--- src/rtl/ycrcb422_unpack.sv ---
// ycrcb422_unpack
//   Front end of the video path. Locks to the SAV/EAV timing reference codes
//   in an 8-bit BT.656 byte stream and splits the 4:2:2 Cb-Y-Cr-Y sequence
//   into one 4:4:4 (y, cr, cb) triple per luma sample. Each triple carries
//   its column and line coordinates.
//
// Ports
//   clk, rst      : clock and asynchronous active-high reset
//   din, din_en   : BT.656 byte and its qualifier; idle cycles hold all state
//   y, cr, cb     : components of the emitted pixel (hold between strobes)
//   pix_valid     : one-cycle strobe for y/cr/cb/pix_x/line_y
//   pix_x         : column of emitted pixel, 0 at first pixel after SAV
//   line_y        : active line index within the field
//   field, vblank : F and V bits of the last good timing code
//   frame_start   : one-cycle strobe on the first active SAV of a field
//   code_err      : one-cycle strobe for a timing code with bad parity
module ycrcb422_unpack #(
    parameter int XW = 10,
    parameter int LW = 10
) (
    input  logic          clk,
    input  logic          rst,
    input  logic [7:0]    din,
    input  logic          din_en,
    output logic [7:0]    y,
    output logic [7:0]    cr,
    output logic [7:0]    cb,
    output logic          pix_valid,
    output logic [XW-1:0] pix_x,
    output logic [LW-1:0] line_y,
    output logic          field,
    output logic          vblank,
    output logic          frame_start,
    output logic          code_err
);

    typedef enum logic [0:0] {
        ST_IDLE   = 1'b0,
        ST_ACTIVE = 1'b1
    } state_t;

    state_t        state_r;
    logic [7:0]    hist0_r;   // most recent enabled byte
    logic [7:0]    hist1_r;
    logic [7:0]    hist2_r;   // oldest enabled byte
    logic [1:0]    phase_r;
    logic [7:0]    cb_lat_r;
    logic [7:0]    y0_lat_r;
    logic [7:0]    cr_lat_r;
    logic [XW-1:0] x_cnt_r;
    logic          prev_v_r;  // V bit of the previous good code

    logic          code_good_s;
    logic          code_bad_s;

    // Protection bits P3..P0 that a legal XY byte carries for its F, V, H.
    function automatic logic [3:0] xy_parity(input logic f, input logic v, input logic h);
        xy_parity = {v ^ h, f ^ h, f ^ v, f ^ v ^ h};
    endfunction

    // Classify the current enabled byte as a good or bad XY timing code.
    always_comb begin
        code_good_s = 1'b0;
        code_bad_s  = 1'b0;
        if (din_en && (hist2_r == 8'hFF) && (hist1_r == 8'h00) && (hist0_r == 8'h00)) begin
            if (din[7] && (din[3:0] == xy_parity(din[6], din[5], din[4]))) begin
                code_good_s = 1'b1;
            end else begin
                code_bad_s = 1'b1;
            end
        end else begin
            code_good_s = 1'b0;
            code_bad_s  = 1'b0;
        end
    end

    // Sync tracking, active-video state machine, demux and registered outputs.
    always_ff @(posedge clk or posedge rst) begin
        if (rst) begin
            state_r     <= ST_IDLE;
            hist0_r     <= 8'h00;
            hist1_r     <= 8'h00;
            hist2_r     <= 8'h00;
            phase_r     <= 2'd0;
            cb_lat_r    <= 8'h00;
            y0_lat_r    <= 8'h00;
            cr_lat_r    <= 8'h00;
            x_cnt_r     <= '0;
            prev_v_r    <= 1'b1;
            y           <= 8'h00;
            cr          <= 8'h00;
            cb          <= 8'h00;
            pix_valid   <= 1'b0;
            pix_x       <= '0;
            line_y      <= '0;
            field       <= 1'b0;
            vblank      <= 1'b0;
            frame_start <= 1'b0;
            code_err    <= 1'b0;
        end else begin
            pix_valid   <= 1'b0;
            frame_start <= 1'b0;
            code_err    <= 1'b0;
            if (din_en) begin
                hist2_r <= hist1_r;
                hist1_r <= hist0_r;
                hist0_r <= din;
                if (code_bad_s) begin
                    code_err <= 1'b1;
                    state_r  <= ST_IDLE;
                end else if (code_good_s) begin
                    field    <= din[6];
                    vblank   <= din[5];
                    prev_v_r <= din[5];
                    if (din[4]) begin
                        // EAV closes the line; only active lines are counted.
                        state_r <= ST_IDLE;
                        if (!vblank && (line_y != {LW{1'b1}})) begin
                            line_y <= line_y + {{(LW-1){1'b0}}, 1'b1};
                        end
                    end else if (!din[5]) begin
                        state_r <= ST_ACTIVE;
                        phase_r <= 2'd0;
                        x_cnt_r <= '0;
                        if (prev_v_r) begin
                            line_y      <= '0;
                            frame_start <= 1'b1;
                        end
                    end else begin
                        // SAV inside vertical blanking carries no pixels.
                        state_r <= ST_IDLE;
                    end
                end else if (din == 8'hFF) begin
                    // Preamble byte cuts the line short; a partial pair is dropped.
                    state_r <= ST_IDLE;
                end else if (state_r == ST_ACTIVE) begin
                    phase_r <= phase_r + 2'd1;
                    case (phase_r)
                        2'd0: begin
                            cb_lat_r <= din;
                        end
                        2'd1: begin
                            y0_lat_r <= din;
                        end
                        2'd2: begin
                            cr_lat_r  <= din;
                            y         <= y0_lat_r;
                            cr        <= din;
                            cb        <= cb_lat_r;
                            pix_x     <= x_cnt_r;
                            pix_valid <= 1'b1;
                            if (x_cnt_r != {XW{1'b1}}) begin
                                x_cnt_r <= x_cnt_r + {{(XW-1){1'b0}}, 1'b1};
                            end
                        end
                        2'd3: begin
                            y         <= din;
                            cr        <= cr_lat_r;
                            cb        <= cb_lat_r;
                            pix_x     <= x_cnt_r;
                            pix_valid <= 1'b1;
                            if (x_cnt_r != {XW{1'b1}}) begin
                                x_cnt_r <= x_cnt_r + {{(XW-1){1'b0}}, 1'b1};
                            end
                        end
                        default: begin
                            state_r <= ST_IDLE;
                        end
                    endcase
                end
            end
        end
    end

endmodule

--- config.mk ---
export PLATFORM = sky130hd
export DESIGN_NAME = ycrcb422_unpack
export DESIGN_NICKNAME = d
export VERILOG_FILES = /design/src/rtl/ycrcb422_unpack.sv
export SDC_FILE = /design/constraint.sdc
export NUM_CORES = 1
export LEC_CHECK = 0
export ABC_AREA = 1
export BUFFER_PORTS_ARGS = -buffer_cell sky130_fd_sc_hd__buf_4
export CAP_MARGIN = 10
export CORE_ASPECT_RATIO = 1.2
export CORE_UTILIZATION = 40
export DETAILED_ROUTE_END_ITERATION = 12
export GPL_ROUTABILITY_DRIVEN = 0
export MAX_ROUTING_LAYER = met4
export PLACE_DENSITY_LB_ADDON = 0.15
export SLEW_MARGIN = 20
export SYNTH_ARGS = -nofsm -noshare
export SYNTH_HDL_FRONTEND = slang
export SYNTH_SLANG_ARGS = --single-unit
--- constraint.sdc ---
create_clock -name clk -period 3.25 [get_ports clk]
set_input_delay 0.1625 -clock clk [delete_from_list [all_inputs] [get_ports clk]]
set_output_delay 0.1625 -clock clk [all_outputs]
set_load 0.05 [all_outputs]
# Word level (Yosys, flattened, before mapping)
# Cells that the tools add are included.
# op_classes
muxes	42
eq_ne	13
add_sub_neg	3
n_bitwise	7
n_reduce_logical	24
# ops
op	count
$mux W10	11
$reduce_and A6 Y1	7
$pmux W8 S2	2
$mux W1	24
$add A10 B1 Y10 const B	2
$ne A10 B10 Y1 const B	2
$eq A8 B8 Y1 const B	2
$logic_not A8 Y1	2
$mux W2	5
$reduce_bool A2 Y1	5
$ne A2 B2 Y1 const B	4
$reduce_and A8 Y1	1
$logic_and A1 B1 Y1	5
$eq A2 B2 Y1 const B	2
$eq A4 B4 Y1	1
$xor A1 B1 Y1	4
$not A1 Y1	3
$reduce_and A3 Y1	1
$add A2 B1 Y2 const B	1
$eq A2 B1 Y1 const B	1
$logic_not A2 Y1	1
$ne A2 B1 Y1 const B	1
$reduce_or A2 Y1	1
$logic_not A1 Y1	1
# totals
out_inout_bits	49
input_bits	11
regBits	111

# Depth between registers and ports, before layout
# depth
depth_word	9
depth_mapped	15
mapped_depth_nobuf	14

# Worst setup path before layout
# Ideal clock, no wire load.
# synth_path
path_kind	register to register
startpoint	register line_y[0]
endpoint	register line_y[0]
setup_time_ns	0.117
stages_incl_launch_ff	10
t_required_ns	3.133
path_slack_ns	1.379
arrival_ns	1.754
cell_sequence	dfrtp_1 -> ha_1 -> nand2_1 -> inv_1 -> nand3_1 -> nand2_1 -> a21oi_1 -> nand2_1 -> o21ai_1 -> inv_1
# synth_between
elab_chain_cells	4
word_cells_on_any_way	7
# synth_rtl
item	line_no	text
from (decl)	30	output logic [LW-1:0] line_y,
from (signal assigned)	119	line_y <= line_y + {{(LW-1){1'b0}}, 1'b1};
parallel branches: the longest is 4 deep, another holds $add A10 B1 Y10	n/a	
# Parallel ways; which one is timed is not known. The select of a mux whose other input is x is not followed.
# A chain may end at the register's enable or synchronous reset.

# Worst setup path after layout
# layout_path
startpoint	register hist1_r[4]
endpoint	register cb[0]
# layout_between
elab_chain_cells	6
word_cells_on_any_way	8
# layout_rtl
item	line_no	text
from (decl)	44	logic [7:0] hist1_r;
from (signal assigned)	106	hist1_r <= hist0_r;
$logic_not A8 Y1 *	65	if (din_en && (hist2_r == 8'hFF) && (hist1_r == 8'h00) && (hist0_r == 8'h00)) begin
$logic_and A1 B1 Y1 * (2 in series)	65	
$mux W1	65	
$not A1 Y1 (no source line)	n/a	
$reduce_and A6 Y1 (no source line) *	n/a	
to (signal assigned)	149	cb <= cb_lat_r;
to (signal assigned)	159	cb <= cb_lat_r;
to (decl)	27	output logic [7:0] cb,
# Every way passes the cells marked *; elsewhere a longest branch is shown, timed or not.

==> impl_metrics.ini <==
[flow_run]
maxCapViolCount = 0

[worst_setup_path]
critPathTopFamily = simple AND/OR/NAND/NOR gates
cpMaxStageDelayCell = dfrtp_1
max_stage_delay_ns = 0.40
cp.depth = 10
end_kind = register
cp.arrival_ns = 2.37
crit_chain = nor2_1 > nand2_1 > nor2_1 > nand2_1 > nor2_4 > nor2_4 > nand2_2 > inv_1 > nand2_1 > nand2_1
crit_top_cell = nand2_1
cp.buffers_inverters = 1
criticalPathCategory = register to register
reg2reg_depth = 10
cp.required_ns = 3.49
critical_path.startpoint_type = register
cp_max_fo = 30

[timing]
fin_skew_ns = 0.00978
max_slew.worst_pin.slew_ns = 0.794
fmax_mhz = 469
rsz0062_at_grt = no
hold_viol_final = 52
finalSetupViolations = 0
period_minus_slack_ns = 2.13
maxSlewViolCount = 0
finalSetupTns_ns = 0
max-slew-margin-rel_pct = 47.1
fin_crit_sh_pct = 65.5
timing.hold.ws_ns = -0.0335
setup_slack_ns = 1.12

[detailed_routing]
via_per_inst = 4.90
ant_nets = 0
drcViolationCount = 0
drtIter0Drc = 269
drt-total-wl_um = 11700
vias = 4340
route.detailed.wl_per_inst_um = 13.2
first_pass_iters = 5

[cts]
cts_buffers = 9
cts_buffer_depth = 2
postCtsSetupBuffers = 0
cts_tree = built
htree_levels = 3
insertion_delay_ns = 0.35
ctsHoldBuffers = 0
cts-root-buf = clkbuf_16
clock_sink_count = 111
cts_resized = 0
path_clk_slew_ns = 0.07

[final_layout]
fill_cells = 1291
final_common_cell = nand2_1
area_growth_pct = 15.4
final_cell_mix = nand2_1, dfrtp_1, o21ai_0, nor2_1, buf_4
n_antenna_cell = 0
final_core_util_pct = 48.2
final_net_count = 736
layout-drive-gt1-share_pct = 13.6

[grt]
grt_pass1_wl_um = 20200
grt_pass1_vias = 4142
grt_remaining_overflow = 0
grt_max_degree = 64
grt_usage_pct = 19.1
antenna_found_initial = 0

[floorplanning]
row_count = 45
dieArea_sq_um = 13900
start_util_pct = 41.8
die_w_um = 108
core_area_sq_um = 12800
ios = 60
die_h_um = 129

[outcome]
status = complete, but fails checks
violations = hold timing

[synthesis]
ys_seq_area_share_pct = 51.8
synthesis.area_sq_um = 5360
async_reset_ff_share_pct = 100
yosys_warnings = 0
synth_cells = 665
ys_types = 32
synth_edf_count = 0
syn_nets = 685
synth_seq_cells = 111
synth_area_per_cell_sq_um = 8.06
ys.flop_type = dfrtp_1

[pwr]
leakagePower_nw = 3.08
p_total_mw = 2.72
vdd_drop_max_uv = 200
power.share.clock_pct = 38.4
p_sw_share_pct = 24.8
power_density_nw_per_um2 = 440
comb_power_share_pct = 7.2
p_seq_share_pct = 54.4
power.internal_mw = 2.05
switchingPower_uw = 675

[placed_design]
portBuffers = 59
hpwl_um = 8300
preCtsSetupSlack_ns = 0.873

[min_path]
worstHoldPathType = primary input to asynchronous set/reset pin
[power groups by stage]
stage / logic [mW] / clock network [mW] / registers [mW]
4_1_cts: 0.199 / 1.07 / 1.48
3_3_place_gp: 0.195 / 0 / 1.51
3_5_place_dp: 0.199 / 0 / 1.51
2_1_floorplan: 0.140 / 0 / 1.50
6_report: 0.195 / 1.05 / 1.48
5_1_grt: 0.229 / 1.13 / 1.49
[synthesized netlist by cell type (4+ instances only)]
cell type / instances / area, sq um
a21oi_1: 12 / 60.1
buf_2: 8 / 40.0
buf_6: 6 / 67.6
clkbuf_1: 7 / 26.3
dfrtp_1: 110 / 2750
ha_1: 9 / 113
inv_1: 63 / 236
inv_2: 4 / 15.0
mux2i_1: 8 / 80.1
nand2_1: 212 / 796
nand2_2: 5 / 31.3
nand3_1: 39 / 195
nand4_1: 5 / 31.3
nor2_1: 63 / 236
nor3_1: 5 / 25.0
o21ai_0: 68 / 340
o21ai_1: 13 / 65.1
xor2_1: 5 / 43.8
[through the flow]
step	hold slack [ns]	cells	instance area, sq um
finish	-0.0335	885	6180
detailed placement	0.385	869	5910
CTS	0.0103	885	6180
global route	0.0584	885	6180
floorplan	0.283	665	5360
global placement	0.377	869	5910
[path summary, 6_finish.rpt]
path                             start         end  slack (ns)
max reg2reg                 hist1_r[4]       cb[0]        1.12
min reg2reg                cb_lat_r[7]       cb[7]        0.48
min                                rst        y[1]       -0.03
min in group clk                din[2]  hist0_r[2]        0.07
max                         hist1_r[4]       cb[0]        1.12
max in group asynchronous          rst   line_y[6]        2.56
[flip-flops by register name, summed over array words and instances, names as in the netlist]
name and cells:
pix_valid 1, state_r 1, prev_v_r 1, field 1, frame_start 1, line_y 10
cr 8, pix_x 10, cb_lat_r 8, hist1_r 8, phase_r 2, vblank 1
hist0_r 8, cr_lat_r 8, code_err 1, y 8, cb 8, y0_lat_r 8
x_cnt_r 10, hist2_r 8
[kinds of logic after synthesis]
| family | after synthesis | synth area share [%] |
|---|---|---|
| mux | 8 | 1.49 |
| fa+ha+maj | 9 | 2.10 |
| compound gates | 101 | 9.99 |
| buf+inv | 91 | 7.56 |
| xor+xnor | 6 | 0.980 |
| flops | 111 | 51.8 |
| simple gates | 339 | 26.0 |
[cell type report]
cell class	instances	area, sq um	share of cell area (%)
Sequential cell	111	2780	44.9
Multi-Input combinational cell	463	2180	35.2
Timing Repair Buffer	64	493	7.97
Inverter	67	254	4.11
Clock buffer	12	246	3.99
Tap cell	164	205	3.32
Clock inverter	4	30.0	0.486
[routing by layer]
metal / track usage (%) / wire [um]
met1: 24.9 / 5500
met2: 30.3 / 5570
met3: 2.99 / 418
met4: 6.29 / 197
met5: - / 0
No activity file was read; power rests on OpenSTA's default activity.
